[src/rtl/scan_sel_gen.sv]
// scan_sel_gen: masked position scanner with per-position dwell, tick and frame-wrap pulses
module scan_sel_gen #(
  parameter int DWELL_W = 16
) (
  input  logic               i_clk,
  input  logic               i_rst,
  input  logic               i_en,
  input  logic               i_dir,
  input  logic [7:0]         i_mask,
  input  logic [DWELL_W-1:0] i_dwell,
  output logic [2:0]         o_sel,
  output logic               o_valid,
  output logic               o_tick,
  output logic               o_wrap
);
  typedef enum logic {IDLE, DWELL} state_t;
  state_t state_q, state_d;
  logic [2:0] sel_q, sel_d, base, cand, nxt;
  logic [DWELL_W-1:0] cnt_q, cnt_d;
  logic tick_q, tick_d, wrap_q, wrap_d, run, adv, load;
  // state and datapath registers
  always_ff @(posedge i_clk) begin
    if (i_rst) begin
      state_q <= IDLE;
      sel_q   <= '0;
      cnt_q   <= '0;
      tick_q  <= 1'b0;
      wrap_q  <= 1'b0;
    end else begin
      state_q <= state_d;
      sel_q   <= sel_d;
      cnt_q   <= cnt_d;
      tick_q  <= tick_d;
      wrap_q  <= wrap_d;
    end
  end
  // nearest set mask bit after base in scan direction; starting from 7 (asc) or 0 (desc) yields the first position
  always_comb begin
    base = (state_q == IDLE) ? {3{~i_dir}} : sel_q;
    nxt  = base;
    cand = base;
    for (int k = 8; k >= 1; k--) begin
      cand = i_dir ? base - 3'(k) : base + 3'(k);
      nxt  = i_mask[cand] ? cand : nxt;
    end
  end
  // next state: disable or empty mask wins over advance; advance on dwell expiry or cleared current bit
  always_comb begin
    run     = i_en & |i_mask;
    adv     = (cnt_q >= i_dwell) | ~i_mask[sel_q];
    load    = run & ((state_q == IDLE) | adv);
    state_d = run ? DWELL : IDLE;
    sel_d   = load ? nxt : sel_q;
    cnt_d   = (run & (state_q == DWELL) & ~adv) ? cnt_q + 1'b1 : '0;
    tick_d  = load;
    wrap_d  = run & (state_q == DWELL) & adv & (i_dir ? nxt >= sel_q : nxt <= sel_q);
  end
  // outputs; valid tracks the live mask so a cleared bit drops it immediately
  always_comb begin
    o_sel   = sel_q;
    o_valid = (state_q == DWELL) & i_mask[sel_q];
    o_tick  = tick_q;
    o_wrap  = wrap_q;
  end
endmodule

[config.mk]
export PLATFORM = sky130hd
export DESIGN_NAME = scan_sel_gen
export DESIGN_NICKNAME = d
export VERILOG_FILES = /design/src/rtl/scan_sel_gen.sv
export SDC_FILE = /design/constraint.sdc
export NUM_CORES = 1
export LEC_CHECK = 0
export CAP_MARGIN = 30
export CORE_MARGIN = 2
export CORE_UTILIZATION = 44
export DETAILED_ROUTE_END_ITERATION = 16
export PLACE_DENSITY = 0.77
export SETUP_SLACK_MARGIN = 0.4
export SYNTH_ARGS = -nofsm -noshare
export SYNTH_HDL_FRONTEND = slang
export SYNTH_SLANG_ARGS = --single-unit
export TNS_END_PERCENT = 100
[constraint.sdc]
create_clock -name i_clk -period 4.5 [get_ports i_clk]
set_clock_uncertainty 0.2 [all_clocks]
set_input_delay 0.675 -clock i_clk [delete_from_list [all_inputs] [get_ports i_clk]]
set_output_delay 0.675 -clock i_clk [all_outputs]
set_load 0.005 [all_outputs]
; Yosys cells after proc, flatten, opt, wreduce, memory -nomap -nowiden
; Index checks and enable logic that the tools add are counted.
[totals]
output_inout_bits = 6
word_cells = 80
latch_bits = 0
reg_bits = 22
ram_bits = 0
inputBits = 28
rom_bits = 0
mem_count = 0
[classes]
eq_ne = 0
n_addsub = 15
n_lt_le_gt_ge = 11
shifts = 0
bitwise = 14
n_mux = 33
mul = 0
div_mod_pow = 0
reduce_logical = 2
[op_table]
columns = operator, n
row1 = two-way mux 3 bit, 15
row2 = "< comparator 3 x 4 -> 1 bit, second input constant", 8
row3 = binary-select mux 1 bit (select 3 bit), 8
row4 = "adder 16 x 1 -> 16 bit, second input constant", 1
row5 = greater-or-equal comparator 16 bit, 1
row6 = "adder 3 bit, second input constant", 4
row7 = "subtractor 3 bit, second input constant", 4
row8 = two-way mux 1 bit, 10
row9 = OR reduction 8 bit, 1
row10 = AND 1 bit, 7
row11 = "adder 3 x 2 -> 3 bit, second input constant", 2
row12 = "subtractor 3 x 2 -> 3 bit, second input constant", 2
row13 = NOT 1 bit, 5
row14 = "adder 3 x 1 -> 3 bit, second input constant", 1
row15 = greater-or-equal comparator 3 bit, 1
row16 = <= comparator 3 bit, 1
row17 = "subtractor 3 x 1 -> 3 bit, second input constant", 1
row18 = bitwise OR 1 bit, 2
row19 = OR reduction 2 bit, 1

; Longest topological paths before layout
[depth]
depth_word = 16
mapped_depth = 19

; Worst setup path after synthesis
; No wires, ideal clock.
[synth_timing]
path_kind = in2reg
start = input port i_dir
end = register wrap_q, in the netlist o_wrap
arrival_time_ps = 4239
setup_slack_ps = -55
required_ps = 4184
path_stages = 17
n_path_buf = 1
cell_sequence = buf_6 > and2b_4 > a21oi_1 > inv_2 > fa_1 > xor2_2 > mux2_2 > a21bo_2 > a211o_1 > a31oi_1 > nor2_1 > ha_1 > a21o_1 > a21oi_1 > xnor2_1 > nand2_1 > and4_1
[synth_between]
elab_chain_cells = 16
elab_cells_between_ends = 48
[synth_rtl]
columns = item, line
row1 = start: declaration, 8  ; input logic i_dir,
row2 = NOT 1 bit, 39  ; base = (state_q == IDLE) ? {3{~i_dir}} : sel_q;
row3 = two-way mux 3 bit, 39
row4 = adder 3 bit or subtractor 3 bit (tied branches), 43  ; cand = i_dir ? base - 3'(k) : base + 3'(k);
row5 = two-way mux 3 bit, 43
row6 = binary-select mux 1 bit (select 3 bit), 44  ; nxt = i_mask[cand] ? cand : nxt;
row7 = two-way mux 1 bit (implied by the code), 44
row8 = two-way mux 3 bit (6 in series), 44
row9 = two-way mux 3 bit (*), 44
row10 = named net nxt[1], 18  ; logic [2:0] sel_q, sel_d, base, cand, nxt;
row11 = <= comparator 3 bit or greater-or-equal comparator 3 bit (tied branches), 56  ; wrap_d = run & (state_q == DWELL) & adv & (i_dir ? nxt >= sel_q : nxt <= sel_q);
row12 = two-way mux 1 bit (*), 56
row13 = AND 1 bit (*), 56
row14 = end signal: assignment, 34  ; wrap_q <= wrap_d;
row15 = end: declaration, 20  ; logic tick_q, tick_d, wrap_q, wrap_d, run, adv, load;
; The timed path passes the listed nets; every way through them passes the cells marked *. The select of a mux whose other input is x is not followed.
; A chain may end at the register's enable or synchronous reset.

; Worst setup path in the final report
[layout_timing]
start = input port i_dir
end = register wrap_q, in the netlist o_wrap
[layout_between]
elab_chain_cells = 16
elab_cells_between_ends = 48
[layout_rtl]
columns = item, line
row1 = NOT 1 bit, 39
row2 = two-way mux 3 bit, 39
row3 = adder 3 bit or subtractor 3 bit (tied branches), 43
row4 = two-way mux 3 bit, 43
row5 = binary-select mux 1 bit (select 3 bit), 44
row6 = two-way mux 1 bit (implied by the code), 44
row7 = two-way mux 3 bit (7 in series), 44
row8 = <= comparator 3 bit or greater-or-equal comparator 3 bit (tied branches), 56
row9 = two-way mux 1 bit (*), 56
row10 = AND 1 bit (*), 56
; Mark *: on every way between the ends. The rest lies on a longest branch, timed or not. The select of a mux whose other input is x is not followed.

==> impl_metrics.tcl <==
set metrics [dict create \
    status "complete, no violations" \
    holdWs_ns 0.268 \
    dr.pass1.iters 4 \
    dieArea_um2 6110 \
    synthTopCellsByArea "dfxtp_1, ha_1, mux4_2, mux2i_1, inv_1" \
    min_path_type "register to register" \
    maxCapViolCount 0 \
    seq_area_um2 443 \
    worst_slack_ns 0.601 \
    switchingPower_uw 329 \
    cts_buffers 3 \
    grt_pass1_vias 2253 \
    syn_area_um2 2420 \
    synth_edf_count 0 \
    p_seq_frac 0.227 \
    arrival_ns 3.86 \
    num_vias 2334 \
    power_uw 938 \
    tns_ns 0 \
    fp.coreArea_um2 5410 \
    yosysTopAreaCellShare 0.182 \
    async_flop_share 0 \
    crit_chain "clkbuf_2, and2b_4, a21oi_4, inv_4, fa_2, mux4_2, a311o_1, a21oi_2, nand4bb_4, ha_4, inv_1, a21o_1, a21oi_2, xnor2_1, nand2_1, and4_1" \
    multi_input_area_um2 1890 \
    combPwrFrac 0.576 \
    ios 34 \
    grt_max_degree 17 \
    worstSetupPathType "primary input to register" \
    final_core_util 0.590 \
    ys_types 55 \
    final_cells 419 \
    cts.sinks 22 \
    yosysWarnings 0 \
    power.leakage_nw 1.41 \
    hold_violations 0 \
    grtUsageTotal 0.210 \
    relSlewSlack 0.663 \
    syn_to_final_growth_pct 31.6 \
    nNetsFinal 399 \
    cp-startpoint "i_dir" \
    critPathMaxStageDelay_ns 0.66 \
    initial_core_util 0.448 \
    antenna_cells 0 \
    syn_avg_cell_area_um2 8.56 \
    drc 0 \
    cts_tree "built" \
    synth_flop_cell "dfxtp_1" \
    cp.required_ns 4.46 \
    syn_nets 334 \
    totalWireLength_mm 6.25 \
    clk_latency_ns 0.26 \
    finalCriticalPeriod_ns 3.90 \
    pwr_density_cell_nw_per_um2 294 \
    dp_hpwl_mm 5.02 \
    cp-start-kind "primary input" \
    fin_crit_sh 0.866 \
    design_area_um2 3190 \
    drive_gt1_frac 0.213 \
    switching_share 0.350 \
    dp_slack_ns -0.173 \
    dr.first_iter.drc_count 147 \
    synth_commonest_cells "inv_1, nor2_1, nand2_1, dfxtp_1, ha_1" \
    io_buffers 33 \
    cts-root-buf "clkbuf_8" \
    synth-seq-cells 22 \
    intPower_uw 609 \
    gp_congestion 0.913 \
    rsz0062_at_grt "false" \
    clk_pin_slew_ns 0.08 \
    cp_common_cell "a21oi_2" \
    viasPerCell 5.57 \
    slew_viol_final 0 \
    max_freq_ghz 0.256 \
    ant_nets 0 \
    globalRouteOverflowTotal 0 \
    clock_path_buffers 2 \
    die_h_um 78.2 \
    hold_start "cnt_q[0]" \
    cpMaxStageDelayCell "fa_2" \
    ir_drop_mv 0.176 \
    reg2reg_from "state_q" \
    setup_viol 0 \
    row_count 27 \
    grt_first_pass_wirelength_mm 10.5 \
    dpl-instance-area_um2 3040 \
    synth-seq-area-share 0.182 \
    synthCells 283 \
    tightest_slew_ns 0.491 \
    dieWidth_um 78.2 \
    post_drt_wl_per_cell_um 14.9 \
    antenna_found_initial 0 \
    p_clk_frac 0.198 \
    fillers 487 \
    synth_largest_area_cell "dfxtp_1" \
    cp_max_fo 5 \
    h-tree-depth 1 \
    dp_cells 410 \
    end_kind "register" \
]
==> routing by layer <==
| metal | GRT usage | up-vias | share of wire |
|---|---|---|---|
| li1 | - | 1140 | - |
| met1 | 0.282 | 1123 | 0.44 |
| met2 | 0.375 | 67 | 0.50 |
| met3 | 0.0218 | 4 | 0.046 |
| met4 | 0.0281 | 0 | 0.0061 |
| met5 | 0 | - | 0 |
==> sequential cells by signal, indices dropped and copies added (netlist names) <==
name and flops:
cnt_q 16, o_sel 3, o_wrap 1, o_tick 1, state_q 1
==> worst max-delay path, delay by kind of cell <==
| family | cells | cell delay [ns] |
|---|---|---|
| AOI/OAI and AO/OA | 5 | 0.93 |
| xor gates and xnor gates | 1 | 0.12 |
| adders and majority gates | 2 | 0.79 |
| buffers and inverters | 3 | 0.19 |
| muxes | 1 | 0.59 |
| and+or+nand+nor | 4 | 0.54 |
==> final timing paths <==
kind	endpoint	slack (ns)	cells after the start
max	o_wrap	0.60	16
max reg2reg	o_wrap	0.66	15
min reg2reg	cnt_q[0]	0.27	1
min	cnt_q[0]	0.27	1
==> power groups by stage <==
stage	sequential, mW	clock [mW]	combinational [mW]
detailed placement	0.216	0	0.499
global placement	0.216	0	0.490
CTS	0.212	0.185	0.524
floorplan	0.216	0	0.326
global route	0.213	0.193	0.591
finish	0.213	0.185	0.540
==> repair_timing <==
action                                  4_1_cts  5_1_grt
hold buffers                                  0        0
endpoints found under the setup margin        1        1
resized for setup                            10        8
pin swaps                                    10       12
buffers inserted                              4        1
==> layout make-up <==
cell class / count / area share
tap: 72 / 0.0283
sequential: 22 / 0.139
timing repair buffer: 65 / 0.179
clock inverter: 1 / 0.00942
clock buffer: 3 / 0.0130
multi-input combinational: 225 / 0.594
inverter: 31 / 0.0381
==> cell usage in the layout, fill, tap and decap left out, types with 2 or more instances in the layout <==
master / netlist / routed
and2b_4: 2 / 2
nor2_1: 29 / 29
and2_1: 3 / 3
o21ai_1: 7 / 8
or4_1: 3 / 3
inv_4: 0 / 2
a21oi_2: 0 / 2
inv_1: 29 / 28
mux4_1: 3 / 2
nand3_1: 17 / 17
fa_2: 0 / 2
nand4_1: 2 / 2
and3_1: 4 / 4
a32oi_1: 2 / 2
a21oi_1: 8 / 5
mux2i_1: 12 / 12
nand2b_1: 2 / 2
dfxtp_2: 0 / 2
xnor2_1: 10 / 9
o2111ai_1: 3 / 3
nand2_1: 27 / 27
a211oi_1: 4 / 4
clkbuf_8: 0 / 3
o21ai_0: 6 / 5
buf_4: 0 / 31
clkdlybuf4s50_1: 0 / 32
a21o_1: 11 / 11
xor2_1: 11 / 11
mux4_2: 8 / 9
ha_1: 20 / 19
dfxtp_1: 22 / 20
a211o_1: 2 / 2
a311o_1: 2 / 2
==> cell families after synthesis <==
| logic type | share of synthesized area |
|---|---|
| AOI/OAI and AO/OA | 0.170 |
| muxes | 0.161 |
| adders and majority gates | 0.128 |
| xor gates and xnor gates | 0.0826 |
| DFF | 0.182 |
| buffers and inverters | 0.0656 |
| and+or+nand+nor | 0.210 |
Note: power is estimated with default switching activity, not from simulation.
